**config.mk**
```make
export PLATFORM = sky130hd
export DESIGN_NAME = fetch_pc_stage
export DESIGN_NICKNAME = d
export VERILOG_FILES = /design/src/rtl/fetch_pc_stage.sv
export SDC_FILE = /design/constraint.sdc
export NUM_CORES = 1
export LEC_CHECK = 0
export CAP_MARGIN = 40
export CELL_PAD_IN_SITES_DETAIL_PLACEMENT = 1
export CELL_PAD_IN_SITES_GLOBAL_PLACEMENT = 2
export CORE_MARGIN = 2
export CORE_UTILIZATION = 23
export DETAILED_ROUTE_END_ITERATION = 16
export PLACE_DENSITY_LB_ADDON = 0.1
export SKIP_LAST_GASP = 1
export SLEW_MARGIN = 20
export SYNTH_ARGS = -nofsm -noshare
export SYNTH_HDL_FRONTEND = slang
export SYNTH_SLANG_ARGS = --single-unit
```
**constraint.sdc**
```tcl
create_clock -name clk -period 2.16 [get_ports clk]
set_clock_uncertainty 0.05 [all_clocks]
set_input_delay 0.324 -clock clk [delete_from_list [all_inputs] [get_ports clk]]
set_output_delay 0.324 -clock clk [all_outputs]
set_load 0.01 [all_outputs]
```
**src/rtl/fetch_pc_stage.sv**
```systemverilog
// PC register and instruction-fetch stage: next-PC select, IM wait-state handling
// and the IF/ID pipeline register (hold on stall, bubble on redirect).
module fetch_pc_stage #(
    parameter logic [31:0] RESET_PC = 32'h0000_0000,
    parameter logic [31:0] NOP_INST = 32'h0000_0013
) (
    input  logic        clk,
    input  logic        rst,
    input  logic [1:0]  branch_ctrl,
    input  logic [31:0] pc_imm_target,
    input  logic [31:0] jalr_target,
    input  logic        stall,
    output logic        im_req,
    output logic [31:0] im_addr,
    input  logic        im_ready,
    input  logic [31:0] im_rdata,
    output logic [31:0] if_id_pc,
    output logic [31:0] if_id_inst,
    output logic        if_id_valid,
    output logic        flush_out,
    output logic        fetch_busy
);

    localparam int unsigned XLEN = 32;

    typedef enum logic {
        FETCH = 1'b0,
        DRAIN = 1'b1
    } state_t;

    typedef struct packed {
        logic [XLEN-1:0] pc;
        logic [XLEN-1:0] inst;
        logic            valid;
    } if_id_t;

    state_t          state;
    state_t          state_next;
    logic [XLEN-1:0] pc;
    logic [XLEN-1:0] pc_next;
    logic [XLEN-1:0] pending_pc;
    logic [XLEN-1:0] pending_next;
    if_id_t          if_id;
    if_id_t          if_id_next;
    if_id_t          bubble;
    logic            redirect;
    logic [XLEN-1:0] target;

    assign bubble = {XLEN'(0), NOP_INST, 1'b0};

    // 2'b11 is reserved and decodes as sequential fetch
    always_comb begin
        redirect = (branch_ctrl == 2'b10) || (branch_ctrl == 2'b01);
        target   = (branch_ctrl == 2'b10) ? pc_imm_target : {jalr_target[XLEN-1:1], 1'b0};
    end

    // State and datapath registers
    always_ff @(posedge clk) begin
        if (rst) begin
            state      <= FETCH;
            pc         <= RESET_PC;
            pending_pc <= '0;
            if_id      <= bubble;
        end else begin
            state      <= state_next;
            pc         <= pc_next;
            pending_pc <= pending_next;
            if_id      <= if_id_next;
        end
    end

    // Next-state logic; priority is redirect > stall > im_ready
    always_comb begin
        state_next   = state;
        pc_next      = pc;
        pending_next = pending_pc;
        if_id_next   = if_id;
        case (state)
            FETCH: begin
                if (redirect) begin
                    if_id_next = bubble;
                    if (im_ready) begin
                        pc_next = target;
                    end else begin
                        // old request still outstanding; park the target until it completes
                        pending_next = target;
                        state_next   = DRAIN;
                    end
                end else if (!stall) begin
                    if (im_ready) begin
                        if_id_next = {pc, im_rdata, 1'b1};
                        pc_next    = pc + XLEN'(4);
                    end else begin
                        if_id_next = bubble;
                    end
                end
            end
            DRAIN: begin
                if_id_next = bubble;
                if (redirect) begin
                    pending_next = target;
                end
                if (im_ready) begin
                    pc_next    = redirect ? target : pending_pc;
                    state_next = FETCH;
                end
            end
            default: begin
                state_next = FETCH;
            end
        endcase
    end

    // Output decode
    always_comb begin
        im_req      = !rst;
        flush_out   = redirect && !rst;
        fetch_busy  = (state == DRAIN);
        im_addr     = pc;
        if_id_pc    = if_id.pc;
        if_id_inst  = if_id.inst;
        if_id_valid = if_id.valid;
    end

endmodule

```
# [Word level (Yosys, flattened, before mapping)]
# Cells that the tools add are included.
# Widths: inputs -> output; s select.
[totals] register_bits=130 latch_bits=0 ram_bits=0 romBits=0 inputBits=102 output_inout_bits=100 mem_count=0
[classes] add_sub_neg=1 mul=0 n_div=0 magnitude_cmp=0 n_eq_ne=7 n_shift=0 muxes=18 bitwise=1 n_reduce_logical=5
[ops] cell="$mux 32" count=9
[ops] cell="$mux 65" count=3
[ops] cell="$pmux 65 s2" count=1
[ops] cell="$pmux 32 s2" count=2
[ops] cell="$add 32x3->32 const B" count=1
[ops] cell="$ne 2x2->1 const B" count=4
[ops] cell="$ne 3x3->1 const B" count=1
[ops] cell="$reduce_and 3->1" count=1
[ops] cell="$eq 2x1->1 const B" count=1
[ops] cell="$eq 2x2->1 const B" count=1
[ops] cell="$mux 1" count=2
[ops] cell="$pmux 1 s2" count=1
[ops] cell="$reduce_and 2->1" count=1
[ops] cell="$logic_and 1x1->1" count=1
[ops] cell="$logic_not 1->1" count=1
[ops] cell="$logic_or 1x1->1" count=1
[ops] cell="$not 1->1" count=1

# [Depth between registers and ports, before layout]
[depth] word_depth=5 mapped_depth=10 mapped_depth_nobuf=7

# [Worst setup path after synthesis]
# Ideal clock, no wire load.
[synth_path] kind="input-to-reg" start="input branch_ctrl[0]" end="register pc[31], in the netlist im_addr[31]" t_arrival_ns=1.986 required_ns=2.036 setup_slack_ns=0.049 stages=8 path_buffers=1 path_cell_list="inv_1 -> ha_1 -> buf_2 -> inv_2 -> nor2_1 -> nand3b_1 -> or4_1 -> a31oi_1"
[synth_via] elab_chain_len=5 word_cells_on_any_way=11
[synth_rtl] item="start: declaration" line_no="9" text="input logic [1:0] branch_ctrl,"
[synth_rtl] item="$eq 2x2->1 or $eq 2x1->1 (tied branches)" line_no="53, 54"
[synth_rtl] item="$mux 32 or $logic_or 1x1->1 (tied branches)" line_no="54, 53"
[synth_rtl] item="$mux 32, on equally long branches"
[synth_rtl] item="$mux 32, on equally long branches" line_no="103, 80"
[synth_rtl] item="$pmux 32 s2" line_no="78" text="case (state)"
[synth_rtl] item="end signal: assignment" line_no="66" text="pc <= pc_next;"
[synth_rtl] item="end: declaration" line_no="39" text="logic [XLEN-1:0] pc;"
# Several ways; a longest one is shown, not always the timed one. The select of a mux whose other input is x is not followed.
# A chain may end at the register's enable or synchronous reset.

# [Worst setup path in the final report]
[layout_path] start="input branch_ctrl[0]" end="output flush_out"
[layout_via] elab_chain_len=3 word_cells_on_any_way=4
[layout_rtl] item="$eq 2x2->1 or $eq 2x1->1 (tied branches)" line_no="53" text="redirect = (branch_ctrl == 2'b10) || (branch_ctrl == 2'b01);"
[layout_rtl] item="$logic_or 1x1->1 *" line_no="53"
[layout_rtl] item="$logic_and 1x1->1 *" line_no="117" text="flush_out = redirect && !rst;"
[layout_rtl] item="end: declaration" line_no="20" text="output logic flush_out,"
# Mark *: on every way between the ends. The rest lies on a longest branch, timed or not.

==> results.md <==
- Critical path arrival: 1660 ps
- Worst-path clk slew: 60 ps
- CTS tree: done
- Placed insts: 1252
- CTS Sinks: 130
- DR iter-0 viols: 280
- Num rows: 58
- Worst Tran Pin Value: 677 ps
- N_diodes: 0
- Vias in the first global route: 6547
- Layout area overhead: 62.8%
- VDD IR-drop max: 0.000436 V
- Final Hold Vio Count: 0
- Chip width: 163 um
- Worst skew pair latency: 420 ps
- Async SR Flop Fraction: 0
- Sequential power share: 0.377
- Post-synth EDFFs: 0
- Starting Density: 0.233
- Drt first pass iters: 5
- Avg Inst Size Synth: 8.48 um^2
- Part of the cycle the worst path needs: 0.943
- Clock tree buffer depth: 2
- Switching share of power: 0.289
- CP endpoint kind: output pin
- Post-DP HPWL: 17700 um
- WL/cell: 18.8 um
- WP data required: 1790 ps
- Final setup viols: 0
- Unrepaired setup endpoints after global routing: no
- Die H: 163 um
- Comb power frac: 0.193
- Mapped Area: 5810 um^2
- Post-Syn Nets: 789
- Max Clk Rate: 491 MHz
- Flops & latches, synth: 130
- Routed WL: 24100 um
- Global-route wire length before repair: 37400 um
- Vias post-DR: 6275
- CTS root buf: clkbuf_16
- Worst setup path class: in -> out
- Largest net degree at the start of global routing: 54
- P_sw: 2.00 mW
- Min Hold Slack: 231 ps
- Pwr/cell area: 731 nW/um^2
- GR Overflow Total: 0
- Post-synthesis sequential area ratio: 0.448
- Drt via density: 4.89
- Hold Path Class: in -> reg
- Hold Path Cell Cnt: 2
- Share of layout cells above drive strength 1: 0.154
- Number of remaining DRC errors: 0
- Post-synthesis cell type count: 51
- Main synth FF type: dfxtp_1
- Nets: 1045
- GPL Wtd Cong: 0.837
- Power consumption: 6.91 mW
- Cell Int Power: 4.92 mW
- # port buffers: 200
- Worst slew margin: 0.544
- Status: complete, no violations
- Max Slew Vio Count: 0
- Clock power share: 0.431
- Syn Inst Count: 685
- IO Pins: 202
- Worst setup SP type: input pin
- Critical Path Fanout Max: 10
- DRT antenna net count: 0
- Crit path time final: 2040 ps
- Cell area after layout: 9450 um^2
- DIE AREA: 26500 um^2
- H-Tree Depth: 4
- Placed Instance Area: 8840 um^2
- Number of cells on the worst reg-to-reg path: 7
- Max_cap viols: 0
- GRT Total Usage: 0.182
- Core Footprint: 25000 um^2
- Leakage power: 3.42 nW
- Fin cells: 1284
- Yosys warns: 0
- CTS buffer count: 17
- Initial antenna violation count: 0
==> Yosys cell counts, drive strengths merged (2+ instances only) <==
cell type    n  area share
a211oi      30       0.039
a21o         3      0.0039
a21oi       25       0.022
a221o        2      0.0034
a22oi       62       0.080
a311oi       4      0.0060
a31oi       17       0.018
a41oi        4      0.0060
and3         5      0.0054
and4         5      0.0075
buf         15       0.012
clkbuf      49       0.032
dfxtp      130        0.45
ha           2      0.0043
inv         12      0.0078
mux2         3      0.0058
mux2i       33       0.057
nand2       29       0.019
nand2b       2      0.0022
nand3       24       0.021
nand3b       3      0.0039
nand4        7       0.010
nor2       124       0.080
nor3         7      0.0069
nor4         2      0.0022
o211ai       7      0.0091
o21ai       43       0.037
o21bai       2      0.0026
o22ai        6      0.0065
o311a        3      0.0052
o311ai       3      0.0045
o31a         4      0.0060
o32a         2      0.0034
o32ai        3      0.0045
or3          2      0.0022
==> stage by stage <==
step	utilization	TNS, ps	worst slack [ps]
2_1_floorplan	-	0	49.5
3_3_place_gp	0.354	-18380	-352
3_5_place_dp	0.354	-21220	-355
4_1_cts	0.378	0	20.1
5_1_grt	0.379	0	14.4
6_report	0.379	0	123
==> state kept, by name (all words and copies together) (netlist names) <==
signal,count
fetch_busy,1
im_addr,32
if_id_valid,1
if_id_pc,32
if_id_inst,32
pending_pc,32
==> cells by family (layout without fill, tap and decap cells) <==
family,Yosys count,count (layout),share of synthesized area
simple gates,215,215,0.166
buf+inv,76,345,0.0519
compound gates,226,226,0.266
mux,36,36,0.0627
fa+ha+maj,2,2,0.00431
flops,130,130,0.448
==> timing repair <==
| item | 4_1_cts | 5_1_grt |
|---|---|---|
| setup buffers | 0 | 0 |
| gates resized for setup | 2 | 2 |
| endpoints found under the hold margin | 0 | 0 |
| pin swaps | 0 | 0 |
| hold buffers | 0 | 0 |
| endpoints found under the setup margin | 1 | 5 |
==> worst paths after layout <==
kind / from / to / slack (ps)
min: rst / if_id_pc[22] / 230
max: branch_ctrl[0] / flush_out / 120
max reg2reg: im_addr[2] / im_addr[30] / 180
min reg2reg: pending_pc[0] / pending_pc[0] / 430
==> layer usage <==
metal	GRT usage	part of all wire	up-vias
li1	-	-	3045
met1	0.248	0.49	3067
met2	0.287	0.45	151
met3	0.0517	0.057	12
met4	0.0386	0.0067	0
met5	0	0	-
==> final cells by class <==
cell class / count / area (um^2)
fillers: 2912 / 15500
multi-input cells: 479 / 2940
inverters: 12 / 45.0
repair buffers: 301 / 2860
clock inverters: 15 / 170
well taps: 330 / 413
flip-flops and latches: 130 / 2600
clock buffers: 17 / 425
==> power groups by stage <==
stage | sequential (mW) | clock (mW) | combinational (mW)
final | 2.60 | 2.98 | 1.33
after global routing | 2.62 | 3.17 | 1.45
after CTS | 2.61 | 3.05 | 1.34
after detailed placement | 2.66 | 0 | 1.33
after global placement | 2.65 | 0 | 1.30
after floorplan | 2.69 | 0 | 0.520
==> worst max-delay path, cell delays in order <==
cell and delay, ps:
clkdlybuf4s50_1 460, inv_1 60, ha_4 310, buf_6 150, nor2_1 50, dlygate4sd2_1 290
==> cell usage in the layout, fill, tap and decap left out, types with 24 or more instances in the layout <==
cell type | synthesis | layout
nand2_1 | 29 | 29
buf_4 | 2 | 93
o21ai_0 | 43 | 43
nand3_1 | 24 | 24
dfxtp_1 | 130 | 130
mux2i_1 | 33 | 33
a22oi_1 | 62 | 62
a21oi_1 | 25 | 24
clkdlybuf4s50_1 | 0 | 198
nor2_1 | 124 | 124
a211oi_1 | 30 | 30
Note: power is estimated with default switching activity, not from simulation.
